File: src/rtl/alu_pkg.sv
// Shared types and defaults for the sequential ALU and its multiply datapath.
package alu_pkg;

    localparam int DATA_W_DEFAULT = 16;

    // Operation codes presented on op together with start.
    // 3'b110 and 3'b111 are reserved; they hold result/carry but still pulse done.
    typedef enum logic [2:0] {
        OP_PASS = 3'b000,
        OP_ADD  = 3'b001,
        OP_SUB  = 3'b010,
        OP_MUL  = 3'b011,
        OP_INC  = 3'b100,
        OP_CLR  = 3'b101
    } alu_op_t;

    // Controller states: waiting for a request, or iterating a multiply.
    typedef enum logic {
        S_IDLE = 1'b0,
        S_MUL  = 1'b1
    } state_t;

endpackage

File: src/rtl/seq_mul.sv
// Iterative shift-add multiplier datapath: one partial product per step.
// The controlling FSM lives in seq_alu; this block only holds operand,
// product and iteration-count registers.
module seq_mul #(
    parameter int DATA_W = 16,
    parameter int CNT_W  = 4
) (
    input  logic                  clk,
    input  logic                  rst,
    input  logic                  load,
    input  logic                  step,
    input  logic [DATA_W-1:0]     a_in,
    input  logic [DATA_W-1:0]     b_in,
    output logic [2*DATA_W-1:0]   product_next,
    output logic                  last
);

    logic [2*DATA_W-1:0] mcand_reg;
    logic [DATA_W-1:0]   mplier_reg;
    logic [2*DATA_W-1:0] prod_reg;
    logic [CNT_W-1:0]    cnt_reg;

    // Product value after the current step, so the final step's sum can be
    // captured by the output registers on the same edge it is formed.
    assign product_next = mplier_reg[0] ? (prod_reg + mcand_reg) : prod_reg;

    // The step taken while the counter reads DATA_W-1 is the final one.
    assign last = (cnt_reg == CNT_W'(DATA_W - 1));

    // Operand/product/counter registers: load on start, advance on step.
    always_ff @(posedge clk) begin
        if (rst) begin
            mcand_reg  <= '0;
            mplier_reg <= '0;
            prod_reg   <= '0;
            cnt_reg    <= '0;
        end else if (load) begin
            mcand_reg  <= {{DATA_W{1'b0}}, a_in};
            mplier_reg <= b_in;
            prod_reg   <= '0;
            cnt_reg    <= '0;
        end else if (step) begin
            prod_reg   <= product_next;
            mcand_reg  <= mcand_reg << 1;
            mplier_reg <= mplier_reg >> 1;
            cnt_reg    <= cnt_reg + CNT_W'(1);
        end
    end

endmodule

File: src/rtl/seq_alu.sv
// Multi-cycle ALU feeding the accumulator: single-cycle add/sub/inc/clear/pass
// and a DATA_W-cycle shift-add multiply. All outputs are registered.
module seq_alu
    import alu_pkg::*;
#(
    parameter int DATA_W = DATA_W_DEFAULT,
    parameter int CNT_W  = (DATA_W > 1) ? $clog2(DATA_W) : 1
) (
    input  logic              clk,
    input  logic              rst,
    input  logic              start,
    input  logic [2:0]        op,
    input  logic [DATA_W-1:0] a_in,
    input  logic [DATA_W-1:0] b_in,
    output logic [DATA_W-1:0] result,
    output logic              done,
    output logic              busy,
    output logic              carry,
    output logic              z_flag
);

    state_t              state_reg, state_next;
    logic [DATA_W-1:0]   result_reg, result_next;
    logic                carry_reg, carry_next;
    logic                z_reg, z_next;
    logic                done_reg, done_next;
    logic                busy_reg, busy_next;

    logic                mul_load;
    logic                mul_step;
    logic                mul_last;
    logic [2*DATA_W-1:0] mul_product;

    // Extended-width results so the top bit is the carry/borrow.
    logic [DATA_W:0]     add_sum;
    logic [DATA_W:0]     sub_diff;
    logic [DATA_W:0]     inc_sum;

    seq_mul #(
        .DATA_W (DATA_W),
        .CNT_W  (CNT_W)
    ) u_mul (
        .clk          (clk),
        .rst          (rst),
        .load         (mul_load),
        .step         (mul_step),
        .a_in         (a_in),
        .b_in         (b_in),
        .product_next (mul_product),
        .last         (mul_last)
    );

    // Single-cycle arithmetic; borrow falls out as the MSB of the widened difference.
    always_comb begin
        add_sum  = {1'b0, a_in} + {1'b0, b_in};
        sub_diff = {1'b0, a_in} - {1'b0, b_in};
        inc_sum  = {1'b0, a_in} + (DATA_W + 1)'(1);
    end

    // Next-state and next-output logic; everything holds unless an op completes.
    always_comb begin
        state_next  = state_reg;
        result_next = result_reg;
        carry_next  = carry_reg;
        z_next      = z_reg;
        done_next   = 1'b0;
        busy_next   = busy_reg;
        mul_load    = 1'b0;
        mul_step    = 1'b0;

        case (state_reg)
            S_IDLE: begin
                if (start) begin
                    if (op == OP_MUL) begin
                        mul_load   = 1'b1;
                        busy_next  = 1'b1;
                        state_next = S_MUL;
                    end else begin
                        done_next = 1'b1;
                        case (op)
                            OP_PASS: begin
                                result_next = b_in;
                                carry_next  = 1'b0;
                            end
                            OP_ADD: begin
                                result_next = add_sum[DATA_W-1:0];
                                carry_next  = add_sum[DATA_W];
                            end
                            OP_SUB: begin
                                result_next = sub_diff[DATA_W-1:0];
                                carry_next  = sub_diff[DATA_W];
                            end
                            OP_INC: begin
                                result_next = inc_sum[DATA_W-1:0];
                                carry_next  = inc_sum[DATA_W];
                            end
                            OP_CLR: begin
                                result_next = '0;
                                carry_next  = 1'b0;
                            end
                            default: begin
                                // Reserved codes: keep result and carry, still acknowledge.
                                result_next = result_reg;
                                carry_next  = carry_reg;
                            end
                        endcase
                    end
                end
            end
            S_MUL: begin
                // start/op/operands are ignored here; only the datapath advances.
                mul_step = 1'b1;
                if (mul_last) begin
                    result_next = mul_product[DATA_W-1:0];
                    carry_next  = |mul_product[2*DATA_W-1:DATA_W];
                    done_next   = 1'b1;
                    busy_next   = 1'b0;
                    state_next  = S_IDLE;
                end
            end
            default: begin
                state_next = S_IDLE;
                busy_next  = 1'b0;
            end
        endcase

        // Zero flag always tracks whatever result is being registered.
        if (done_next) begin
            z_next = (result_next == '0);
        end
    end

    // State and output registers.
    always_ff @(posedge clk) begin
        if (rst) begin
            state_reg  <= S_IDLE;
            result_reg <= '0;
            carry_reg  <= 1'b0;
            z_reg      <= 1'b0;
            done_reg   <= 1'b0;
            busy_reg   <= 1'b0;
        end else begin
            state_reg  <= state_next;
            result_reg <= result_next;
            carry_reg  <= carry_next;
            z_reg      <= z_next;
            done_reg   <= done_next;
            busy_reg   <= busy_next;
        end
    end

    assign result = result_reg;
    assign carry  = carry_reg;
    assign z_flag = z_reg;
    assign done   = done_reg;
    assign busy   = busy_reg;

endmodule
File: config.mk
export PLATFORM = sky130hd
export DESIGN_NAME = seq_alu
export DESIGN_NICKNAME = d
export VERILOG_FILES = /design/src/rtl/alu_pkg.sv /design/src/rtl/seq_mul.sv /design/src/rtl/seq_alu.sv
export SDC_FILE = /design/constraint.sdc
export NUM_CORES = 1
export LEC_CHECK = 0
export CELL_PAD_IN_SITES_DETAIL_PLACEMENT = 0
export CELL_PAD_IN_SITES_GLOBAL_PLACEMENT = 2
export CORE_ASPECT_RATIO = 1.1
export CORE_UTILIZATION = 35
export DETAILED_ROUTE_END_ITERATION = 10
export PLACE_DENSITY_LB_ADDON = 0.1
export SETUP_SLACK_MARGIN = 0.02
export SYNTH_ARGS = -nofsm -noshare
export SYNTH_HDL_FRONTEND = slang
export SYNTH_SLANG_ARGS = --single-unit
File: constraint.sdc
create_clock -name clk -period 8.4 [get_ports clk]
set_input_delay 2.52 -clock clk [delete_from_list [all_inputs] [get_ports clk]]
set_output_delay 2.52 -clock clk [all_outputs]
set_load 0.005 [all_outputs]
# Yosys cells after proc, flatten, opt, wreduce, memory -nomap -nowiden
# Cells that the tools add are included.
[word_totals]
regBits = 105
input_bits = 38
out_inout_bits = 20
elab_cells = 65
[classes]
add_sub_neg = 5
n_eq_ne = 11
mux = 29
bitwise_logic = 1
reduce_logical = 8
[op_table]
columns = ["operator", "count"]
rows = [
  ["two-way mux 16 bit", 7],
  ["case mux 16 bit (5 select lines)", 1],
  ["adder 32 bit", 1],
  ["two-way mux 32 bit", 1],
  ["case mux 16 bit (2 select lines)", 1],
  ["adder 16 x 1 -> 17 bit (second input constant)", 1],
  ["adder 16 x 16 -> 17 bit", 1],
  ["subtractor 16 x 16 -> 17 bit", 1],
  ["logical NOT 16 bit", 1],
  ["OR reduction 16 bit", 1],
  ["two-way mux 1 bit", 14],
  ["case mux 1 bit (2 select lines)", 4],
  ["equality test 3 x 2 -> 1 bit (second input constant)", 2],
  ["equality test 3 bit (second input constant)", 2],
  ["inequality test 2 bit (second input constant)", 3],
  ["inequality test 5 x 2 -> 1 bit (second input constant)", 1],
  ["adder 4 x 1 -> 4 bit (second input constant)", 1],
  ["equality test 4 bit (second input constant)", 1],
  ["case mux 1 bit (4 select lines)", 1],
  ["AND reduction 4 bit", 1],
  ["OR reduction 2 bit", 2],
  ["equality test 3 x 1 -> 1 bit (second input constant)", 1],
  ["logical NOT 3 bit", 1],
  ["AND reduction 3 bit", 1],
  ["other kinds (3)", 3],
]

# Longest topological paths before layout
# Gate-level depths: netlist of run 1.
[depth]
word_depth = 6
mapped_depth = 13
ltp_nobuf = 13

# Hierarchy
# Synthesis of run 1 repeated with hierarchy kept, for this count alone.
[unflattened]
hier_cells = 1169
area_unflattened_um2 = 9287.7
[by_module_without_submodules]
columns = ["mod", "n_inst", "cells_each", "area_each_um2", "seq_area_each_um2"]
rows = [
  ["seq_mul", 1, 661, 5507.8, 1681.6],
  ["seq_alu", 1, 508, 3779.9, 420.4],
]

# Worst setup path after synthesis of run 1
# OpenSTA, ideal clock, no wires.
[synth_timing]
path_kind = "in2reg"
startpoint = "input port a_in[0]"
endpoint = "register z_reg (netlist: z_flag)"
setup_time_ns = 0.069
t_arrival_ns = 5.045
t_required_ns = 8.331
slack_ns = 3.286
path_stages = 13
path_buffers = 0
path_cell_list = "inv_1 > ha_1 > fa_1 > nor2b_4 > o21a_1 > a31oi_1 > xnor2_1 > a211oi_2 > o22ai_1 > or4_1 > a2111oi_2 > nand4_1 > o21ai_1"
[synth_between]
elab_chain_len = 6
elab_cells_between_ends = 8
classes_between = "3 x add/sub; 4 x mux; 1 x reduce/logical"
[synth_lines]
columns = ["item", "line_no", "source"]
rows = [
  ["start: declaration", "seq_alu.sv:13", "input logic [DATA_W-1:0] a_in,"],
  ["adder 16 x 1 -> 17 bit (tied with other cells)", "seq_alu.sv:57", "inc_sum = {1'b0, a_in} + (DATA_W + 1)'(1);"],
  ["case mux 16 bit (5 select lines) (*)", "seq_alu.sv:80", "case (op)"],
  ["two-way mux 16 bit (*)", "seq_alu.sv:74", "if (op == OP_MUL) begin"],
  ["two-way mux 16 bit (*)", "seq_alu.sv:73", "if (start) begin"],
  ["case mux 16 bit (2 select lines) (*)", "seq_alu.sv:71", "case (state_reg)"],
  ["logical NOT 16 bit (*)", "seq_alu.sv:129", "z_next = (result_next == '0);"],
  ["end signal: assignment", "seq_alu.sv:146", "z_reg <= z_next;"],
  ["end: declaration", "seq_alu.sv:25", "logic z_reg, z_next;"],
]
# Every way passes the cells marked *; elsewhere a longest branch is shown, timed or not.
# A chain may end at the register's enable or synchronous reset.

# Worst setup path in the final report of run 1
[layout_timing]
startpoint = "input port a_in[0]"
endpoint = "register carry_reg (netlist: carry)"
[layout_between]
elab_chain_len = 5
elab_cells_between_ends = 7
classes_between = "3 x add/sub; 4 x mux"
[layout_lines]
columns = ["item", "line_no", "source"]
rows = [
  ["adder 16 x 1 -> 17 bit (tied with other cells)", "seq_alu.sv:57", ""],
  ["case mux 1 bit (4 select lines) (*)", "seq_alu.sv:80", ""],
  ["two-way mux 1 bit (*)", "seq_alu.sv:74", ""],
  ["two-way mux 1 bit (*)", "seq_alu.sv:73", ""],
  ["case mux 1 bit (2 select lines) (*)", "seq_alu.sv:71", ""],
  ["end signal: assignment", "seq_alu.sv:145", "carry_reg <= carry_next;"],
  ["end: declaration", "seq_alu.sv:24", "logic carry_reg, carry_next;"],
]
# Every way passes the cells marked *; elsewhere a longest branch is shown, timed or not. The select of a mux whose other input is x is not followed.

==> results of run 1 <==
cells in the mapped netlist (10+ instances only):
cell type and count:
nor2_1 198, a211oi_1 26, nand4_1 12, and2_1 10, a31oi_1 10, xnor2_1 28
nor4_1 12, nand2b_1 11, nor2b_1 12, inv_1 46, nand3_1 29, xor2_1 19
clkbuf_1 52, buf_2 12, a21o_1 12, a21oi_1 156, o21ai_0 54, or3_1 10
o211ai_1 12, ha_1 66, mux2i_1 46, dfxtp_1 105, nand2_1 93, nor3_1 25
routing by layer:
layer	up-vias	GRT usage, %	wire, um
met1	4231	29.8	13900
li1	4422	-	-
met2	203	45.5	15800
met3	36	2.84	1090
met5	-	0	0
met4	0	7.35	706
cells by family (layout without fill, tap and decap cells):
group,count (synthesis),in the layout
flops,105,105
mux,48,48
buf+inv,121,130
fa+ha+maj,69,69
simple gates,450,450
compound gates,377,377
xor+xnor,47,47
worst max-delay path: stages:
cell             delay, ns
clkdlybuf4s50_1       0.63
inv_1                 0.13
ha_1                  0.22
fa_1                  0.46
nand3b_1              0.24
a21oi_1               0.24
o41ai_1               0.15
nor2b_1               0.16
o41ai_1               0.45
a21o_1                0.25
a21o_1                0.13
a211oi_1              0.06
o311ai_0              0.76
a31oi_1               0.09
power groups by stage:
stage                     Combinational [uW]  Sequential [uW]  Clock [uW]
after floorplan                          188              533           0
after global placement                   298              538           0
after detailed placement                 295              538           0
after CTS                                296              526         473
after global routing                     326              528         491
final                                    297              526         457
cell type report:
class | instances | share of cell area [%]
sequential | 105 | 21.3
timing repair buffer | 68 | 6.55
tap | 310 | 3.92
clock inverter | 5 | 0.658
inverter | 47 | 1.78
clock buffer | 10 | 2.31
multi-input combinational | 991 | 63.5
worst max-delay path by stage:
stage                          end
2_1_floorplan  z_flag$_SDFFE_PP0P_
3_3_place_gp    carry$_SDFFE_PP0P_
3_5_place_dp    carry$_SDFFE_PP0P_
4_1_cts         carry$_SDFFE_PP0P_
5_1_grt         carry$_SDFFE_PP0P_
6_report        carry$_SDFFE_PP0P_
per-stage QoR:
step,hold WS (ns),power [uW],utilization (%)
global placement,0.466,836,39.0
global route,0.506,1350,40.2
CTS,0.481,1300,40.2
floorplan,0.449,720,-
detailed placement,0.470,833,39.0
finish,0.481,1280,40.2
==> results.md, run 1 <==
- The run finished with clean final reports.
- The synthesized design spends more area on one cell type than any other, namely dfxtp_1.
- The floorplan die area is 25900 um2.
- For this block, the routed nets add up to 31.5 mm of wire.
- The site row count is 60.
- In this run the power spent charging and discharging nets is 417 uW.
- The cell sitting at the root of the clock tree is a clkbuf_16.
- The detailed-route via count is 8892.
- The maximum number of pins on one net before global-route repair is 69.
- The final standard cell area without fillers is 9890 um2.
- The insertion delay of the later-clocked pin in the worst-skew pair is 0.37 ns.
- The data arrival time of the worst path is 6.51 ns.
- The final global-route overflow total is 0.
- The sequential standard cell area is 2110 um2.
- The combinational family with the most area after synthesis is compound AO/OA/AOI/OAI gates.
- Of the total power, the share spent switching nets is 32.6%.
- For the final database, setup skew stands at 0.0151 ns.
- The most common flop cell mapped by yosys is dfxtp_1.
- At the placement stage, the worst setup path has a slack of 1.80 ns.
- The final HPWL from detailed placement is 24.1 mm.
- The port buffer count is 57.
- Setup violations remaining at the end of the flow were counted as 0.
- The clock passes through at most 2 buffers.
- The clock network accounts for 35.7% of the total power.
- The first detailed-routing pass took 7 iterations.
- The area growth from synthesis to layout is 11.9%.
- The static leakage is 0.00385 uW.
- The TritonCTS buffer count is 9.
- Power spread over the standard cell area amounts to 129 nW/um2.
- The TritonCTS clock tree is built.
- The area share of the largest cell type after synthesis is 23.8%.
- The most common cell after layout, fill and taps aside is nor2_1.
- The final max-slew violation count was 0.
- The maximum clock frequency is 0.159 GHz.
- The category of the most critical setup path is primary input to register.
- The detail route stage leaves a number of antenna-violating nets equal to 0.
- The number of buffers inserted by post-CTS setup repair is 0.
- The count of hold-fix buffers inserted at cts is 0.
- The start point of the worst hold path is u_mul.prod_reg[2]$_SDFFE_PP0P_.
- The worst-case IR drop observed on VDD is 0.124 mV.
- The clock sink count is 105.
- The number of cells on the worst reg-to-reg path is 13.
- The share of the cycle needed by the critical path after routing is 75.1%.
- Clock-pin slew was measured on the worst setup and hold paths at 0.09 ns.
- Counting distinct cell types in the post-synthesis netlist gives 77.
- The multi-input combinational cells in the finished layout cover a total of 6280 um2.
- The max-slew headroom at the worst pin is 36.7%.
- The tool flagged a number of max-cap violations equal to 0.
- The synthesized design contains 0 enable-type register cells.
- The net count of the finished layout is 1329.
- The initial core utilization is 35.9%.
- The simple-gate portion of the synthesized area is 23.5%.
- In this run the critical register-to-register path is launched from u_mul.mcand_reg[0]$_SDFFE_PP0P_.
- The combinational power share is 23.2%.
- The number of vias per cell is 5.79.
- The number of antenna diodes in the final layout is 0.
- The synthesized area divided by synthesized cell count is 7.26 um2.
- The die is 169 um tall.
- The combined area of all synthesized cells is 8840 um2.
- After synthesis, the share of cell area in mux cells is 5.46%.
- The peak fanout along the critical path is 6.
- The number of stages on the worst hold path is 2.
- The via count of the first global-routing pass is 8817.
- Sorting the synthesized cells by area gives the leading types as dfxtp_1 (24%), ha_1 (9.3%), a21oi_1 (8.8%), nor2_1 (8.4%), mux2i_1 (5.2%).
- After detailed routing, the average wire length per cell comes to 20.5 um.
- Of all flip-flops after synthesis, the portion carrying an async set or reset was 0%.
- The minimum period implied by the final worst setup slack is 6.31 ns.
- The number of nets in the synthesized netlist is 1324.
- The post-route netlist has 4.00% of its cells at a drive strength greater than 1.
- Counting every instance in the synthesized netlist gives 1217.
- The number of cells in the design after placement is 1521.
- The complex-gate fraction of the synthesized area is 27.2%.
- The number of DRC markers in iteration 0 is 524.
- The number of antenna violations at the first check in global routing is 0.
- Setup repair after global routing left no endpoint under its margin.
- In the routed design, unresolved DRC markers number 0.
- The path class of the lowest-slack min-delay path is register to register.
- The post-layout instance count excluding filler cells is 1536.
- For the pin with the worst max-slew slack, the measured transition is 0.946 ns.
- The total internal power is 863 uW.
- The required time reported for the critical path endpoint is 8.60 ns.
- Measured along the x axis, the die boundary spans 154 um.
- The startpoint class of the critical path is a primary input.
- The number of H-tree levels is 3.
- The count of boundary I/O pins is 58.
- Across all register-to-register paths, the minimum setup slack is 4.46 ns.
- The total routing usage reported by global routing is 24.7%.
- The total negative slack for setup checks is 0 ns.
- Summing all placed instances gives a cell area of 9600 um2.
- The worst-case setup margin in the final layout is 2.09 ns.
- The warning count from the yosys run is 0.
- Leaving out fill and tap cells, the most frequent cells in the layout are nor2_1 (197), a21oi_1 (156), dfxtp_1 (104).
- STA classifies the critical path endpoint as a register.
- The final-report hold violation count was 0.
- The filler cells instantiated in the layout total 2652.
- The wire length of the first global-routing pass is 49.6 mm.
- The post-CTS resize count is 0.
- The share of synthesized cell area in full adder, half adder and majority cells is 10.0%.
- The most critical setup path has its startpoint at a_in[0].
- Of the synthesized area, sequential elements account for 23.8%.
- The xor and xnor fraction of the mapped netlist area is 4.66%.
- The congestion estimate from routability-driven global placement came to 0.927.
- The placeable core region is 24600 um2.
- Of the total power, registers draw 41.1%.
- In this run the critical register-to-register path is captured at carry$_SDFFE_PP0P_.
- The worst hold path terminates at u_mul.prod_reg[2]$_SDFFE_PP0P_.
- The synthesized flop and latch total is 105.
(Power assumes the default switching activity.)
==> inputs of run 2 (changes only) <==
- clock period: 8.4 -> 6.1 ns (I/O delays scaled with it)
==> run 2 against run 1 <==
  * Via count down 0.84%
  * Utilization up 0.12 points
  * Sequential share of layout area down 0.064 points
  * Non-clock buffer count up 6
  * First-iteration DRC count down 14%
  * Clock skew down 0.0011 ns
  * Register-to-register slack worse by 2.3 ns
  * Worst hold slack worse by 0.0028 ns
  * Cell count up 0.39%
  * Sequential power up 38%
  * Global-route usage up 0.26 points
==> results.md, run 2 (same netlist as run 1, synthesis figures left out) <==
- The startpoint class of the critical path is a primary input.
- The post-detailed-route wirelength per cell is 20.7 um.
- The maximum number of pins on one net before global-route repair is 51.
- The number of buffers inserted by post-CTS setup repair is 0.
- Once detailed placement completed, the half-perimeter wirelength came to 24.4 mm.
- The final max-slew violation count is 0.
- The count of boundary I/O pins is 58.
- For this block, the routed nets add up to 31.9 mm of wire.
- The count of hold-fix buffers inserted at cts is 0.
- The clock sink count is 105.
- The max-slew headroom at the worst pin is 34.1%.
- The count of maximum capacitance violations is 0.
- The required time reported for the critical path endpoint is 6.31 ns.
- The number of antenna violations at the first check in global routing was 0.
- TritonCTS built the clock tree.
- The clock transition at the registers of the reported paths is 0.08 ns.
- The number of H-tree levels is 3.
- The share of the cycle needed by the critical path after routing is 88.0%.
- The antenna violation net count after detailed routing is 0.
- Buffers inserted during clock tree synthesis total 9.
- The maximum vdd drop is 0.104 mV.
- After clock tree synthesis, the repair step resized 0 gates.
- In this run the deepest clock path goes through 2 buffers.
- The worst hold path begins at u_mul.prod_reg[2]$_SDFFE_PP0P_.
- Across the routed clock network, the largest skew measured is 0.0140 ns.
- The critical path starts at a_in[0].
- The count of inserted antenna diode cells is 0.
- In the routed layout, each cell is associated on average with a via count of 5.72.
- The x dimension of the die is 154 um.
- The final weighted congestion in routability-driven placement is 0.912.
- The flow ran to the end, and the final reports show no timing, DRC or antenna violations.
- Once routing completed, OpenROAD measured the worst setup slack at 0.733 ns.
- For the worst-skew pair, the clock arrives at the later sink with an insertion delay of 0.37 ns.
- The iteration count of the initial detailed-routing pass is 5.
- The minimum period implied by the final worst setup slack is 5.37 ns.
- The die covers 25900 um2.
- The filler cells instantiated in the layout total 2666.
- The total DRC errors in the routed layout is 0.
- The most common cell after layout, fill and taps aside is nor2_1.
- The total routing usage reported by global routing is 24.9%.
- The initial utilization of the core area, before any placement, comes to 35.9%.
- Leaving out fill and tap cells, the most frequent cells in the layout are nor2_1 (198), a21oi_1 (156), dfxtp_1 (104).
- The final route contains 8817 vias.
- At the pin with the least slew margin, the transition time is 0.988 ns.
- The worst setup path is captured at a register.
- The CTS root buffer is clkbuf_16.
- For this design the ratio of total power to cell area is 174 nW/um2.
- Of all nets on the critical path, the largest fanout is 6.
- The via count of the first global-routing pass is 8718.
- In this run the critical register-to-register path is launched from u_mul.mcand_reg[0]$_SDFFE_PP0P_.
- Setup repair after global routing left no endpoint under its margin.
- The static leakage is 0.00389 uW.
- The path class of the lowest-slack min-delay path is register to register.
- The post-layout net count is 1335.
- The number of DRC markers in iteration 0 is 451.
- In the final layout, the share of cells above drive strength 1 is 4.55%.
- From bottom edge to top edge, the die measures 169 um.
- The final count of negative-setup-slack endpoints is 0.
- Setup total negative slack on the finished layout was measured at 0 ns.
- For the worst setup path, the data arrival time is 5.58 ns.
- The port buffer count is 57.
- The maximum clock frequency is 0.186 GHz.
- The final-report hold violation count is 0.
- Summed over all layers, the global routing overflow is 0.
- The floorplan has 60 rows.
- In this run the standard cell core region covers 24600 um2.
- The first global-routing pass estimated 50.1 mm of wire.
- The worst slack at placement is 0.333 ns.
- The area growth from synthesis to layout is 12.2%.
- The worst setup path is of the primary input to register kind.
[run 2: final cells by class]
type / instances / area, um2 / area share, %
clock buffers: 9 / 225 / 2.27
clock inverters: 6 / 51.3 / 0.517
inverters: 47 / 176 / 1.78
multi-input cells: 991 / 6280 / 63.3
flip-flops and latches: 105 / 2110 / 21.2
well taps: 310 / 388 / 3.91
repair buffers: 74 / 693 / 6.99
[run 2: routing by layer]
metal / share of wire, % / wire length, um / global-route usage, %
met3: 2.9 / 921 / 2.43
met5: 0 / 0 / 0
met1: 46 / 14500 / 31.6
met4: 2.5 / 796 / 8.91
met2: 49 / 15700 / 43.7
[run 2: critical path: stages]
cell and delay, ns:
clkdlybuf4s50_1 0.59, inv_1 0.12, ha_1 0.23, fa_1 0.46, nand3b_1 0.22, a21oi_1 0.30, o41ai_1 0.14, nor2b_1 0.15
o41ai_1 0.29, a21o_1 0.22, a21o_1 0.14, a211oi_1 0.07, o311ai_0 0.73, a31oi_1 0.09
[run 2: per-stage QoR]
step / util [%] / total power (uW) / std cells / hold WS [ns] / instance area (um2)
finish: 40.3 / 1730 / 1542 / 0.478 / 9920
global route: 40.3 / 1810 / 1542 / 0.504 / 9920
CTS: 40.3 / 1740 / 1542 / 0.480 / 9920
detailed placement: 39.2 / 1150 / 1527 / 0.467 / 9640
global placement: 39.2 / 1150 / 1527 / 0.464 / 9640
floorplan: - / 992 / 1217 / 0.449 / 8840
[run 2: path summary, 6_finish.rpt]
kind,end,slack [ns],cells after the start
setup reg to reg,carry$_SDFFE_PP0P_,2.16,13
hold / removal,u_mul.prod_reg[2]$_SDFFE_PP0P_,0.48,2
setup / recovery,carry$_SDFFE_PP0P_,0.73,14
hold reg to reg,u_mul.prod_reg[2]$_SDFFE_PP0P_,0.48,2
[run 2: power breakdown]
part	total (uW)	internal, uW	switching [uW]
Combinational	408	164	244
Clock	589	283	307
Sequential	728	704	23.2
Total	1730	1150	574
==> inputs of run 3 (changes only) <==
- CELL_PAD_IN_SITES_DETAIL_PLACEMENT: 0 -> 1
- CELL_PAD_IN_SITES_GLOBAL_PLACEMENT: 2 -> 1
==> run 3 against run 2 <==
  * Sequential power barely moved
  * Combinational power rose by 3%
  * Cell area rose by 0.58%
  * Sequential share of layout area fell by 0.12 points
  * Power rose by 1.4%
  * Critical path type unchanged
  * Via count rose by 2.7%
  * Maximum frequency rose by 3.8%
  * Critical endpoint unchanged
  * Wire length rose by 4.3%
  * Utilization rose by 0.23 points
  * Die area did not move
  * Flip-flop and latch count did not move
  * Register-to-register slack barely moved
==> results.md, run 3 (same netlist as run 1, synthesis figures left out) <==
- The via count of the first global-routing pass was 9367.
- The region available for standard cell placement spans 24600 um2.
- At the end of routability-driven placement, the weighted congestion stood at 0.922.
- In this run the most critical hold path is launched from u_mul.prod_reg[7]$_SDFFE_PP0P_.
- The clock sink count is 105.
- The vertical extent of the die is 169 um.
- The TritonCTS buffer count is 9.
- The number of H-tree levels is 3.
- The routed layout has 9053 vias.
- The worst-case IR drop observed on VDD is 0.119 mV.
- Entering global routing, the biggest net connects 53 pins.
- The library cell used most frequently in the layout, excluding fill and tap cells, is nor2_1.
- The number of antenna violations at the first check in global routing is 0.
- The path class of the lowest-slack min-delay path is register to register.
- The required time reported for the critical path endpoint is 6.40 ns.
- CTS placed an instance of clkbuf_16 at the clock tree root.
- For this design the top-level I/O count stands at 58.
- For this configuration, the core starts out at a cell density of 35.9%.
- The x dimension of the die is 154 um.
- The maximum clock frequency is 0.193 GHz.
- The flow ran to the end, and the final reports show no timing, DRC or antenna violations.
- The final max-slew violation count is 0.
- The transition time at the pin with the least slew margin is 0.933 ns.
- The final HPWL from detailed placement is 26.1 mm.
- Setup repair after global routing left no endpoint under its margin.
- The startpoint of the worst register-to-register path is u_mul.mcand_reg[0]$_SDFFE_PP0P_.
- After detailed routing, the average wire length per cell comes to 21.5 um.
- The number of DRC markers in iteration 0 is 449.
- The final-report hold violation count is 0.
- After routing, the total negative slack on setup checks comes to 0 ns.
- The site row count is 60.
- The critical path is of the primary input to register type.
- For the worst-skew pair, the clock arrives at the later sink with an insertion delay of 0.36 ns.
- The floorplan die area is 25900 um2.
- The worst pin sits at a relative slew slack of 37.6%.
- The clock transition at the registers of the reported paths is 0.08 ns.
- The startpoint class of the critical path is a primary input.
- Global routing used 26.0% of the available tracks.
- The fraction of layout instances using a drive strength above 1 is 4.93%.
- In this run the worst path has a maximum fanout of 6.
- The routed wire length is 33.3 mm.
- The total DRC errors in the routed layout is 0.
- Buffers inserted to repair hold after CTS numbered 0.
- Setup violations remaining at the end of the flow were counted as 0.
- The number of vias per cell is 5.85.
- The worst path in the final design needs a cycle of 5.17 ns, including I/O delays and setup.
- The first global-routing pass estimated 52.6 mm of wire.
- The TritonCTS clock tree is built.
- The area growth from synthesis to layout is 12.9%.
- The power density normalized to cell area is 175 nW/um2.
- The share of the cycle needed by the critical path after routing is 84.7%.
- The worst setup path startpoint is a_in[0].
- The worst slack at placement is 0.543 ns.
- The number of setup buffers added after CTS is 0.
- The pre-antenna-repair detailed-routing pass consisted of 5 iterations.
- Setup slack closes at 0.931 ns.
- The category of the worst setup path capture point is a register.
- The port buffer count is 57.
- The post-CTS resize count is 0.
- The repair_antennas step left the layout with diodes totalling 0.
- The static leakage is 0.00392 uW.
- For the worst setup path, the data arrival time is 5.47 ns.
- The antenna violation net count after detailed routing is 0.
- The worst hold slack is 0.488 ns.
- The clock passes through at most 2 buffers.
- Max-cap violations in this run came to 0.
- For this run, the post-layout net count is 1340.
- The total overflow left after global routing is 0.
- Clock skew on the completed layout was measured at 0.0143 ns.
- The top cell types in the final layout, fill and taps aside, are nor2_1 (198), a21oi_1 (156), dfxtp_1 (104).
[run 3: through the flow]
stage	instances	total power [uW]	util, %	cell area, um2
2_1_floorplan	1217	992	-	8840
3_3_place_gp	1532	1160	39.3	9690
3_5_place_dp	1532	1160	39.3	9690
4_1_cts	1548	1760	40.5	9980
5_1_grt	1548	1830	40.5	9980
6_report	1548	1750	40.5	9980
[run 3: worst max-delay path: stages]
cell and delay, ns:
clkdlybuf4s50_1 0.60, ha_1 0.23, inv_1 0.06, fa_1 0.40, nor2_1 0.18, o311ai_1 0.17
nand3_1 0.20, nand2_1 0.14, o41ai_1 0.42, a311oi_1 0.24, a2111oi_0 0.58, o311ai_0 0.24
a31oi_1 0.17
[run 3: area by class of cell]
class	count	area, um2
clock buffers	10	239
inverters	47	176
clock inverters	6	50.0
repair buffers	79	743
fillers	3096	14600
flip-flops and latches	105	2110
well taps	310	388
multi-input cells	991	6280
[run 3: worst paths after layout]
check,endpoint,slack [ns],cells after the start
max,carry$_SDFFE_PP0P_,0.93,13
max reg2reg,carry$_SDFFE_PP0P_,2.15,13
min reg2reg,u_mul.prod_reg[7]$_SDFFE_PP0P_,0.49,2
min,u_mul.prod_reg[7]$_SDFFE_PP0P_,0.49,2
[run 3: power breakdown]
part,switching [uW],internal [uW]
clock,308,295
combinational,252,168
sequential,23.4,704
[run 3: layer usage]
layer / wire, um / up-vias / track usage, %
met4: 756 / 0 / 7.48
met2: 16700 / 150 / 47.4
met5: 0 / - / 0
met1: 15100 / 4437 / 32.1
li1: - / 4423 / -
met3: 711 / 43 / 2.82
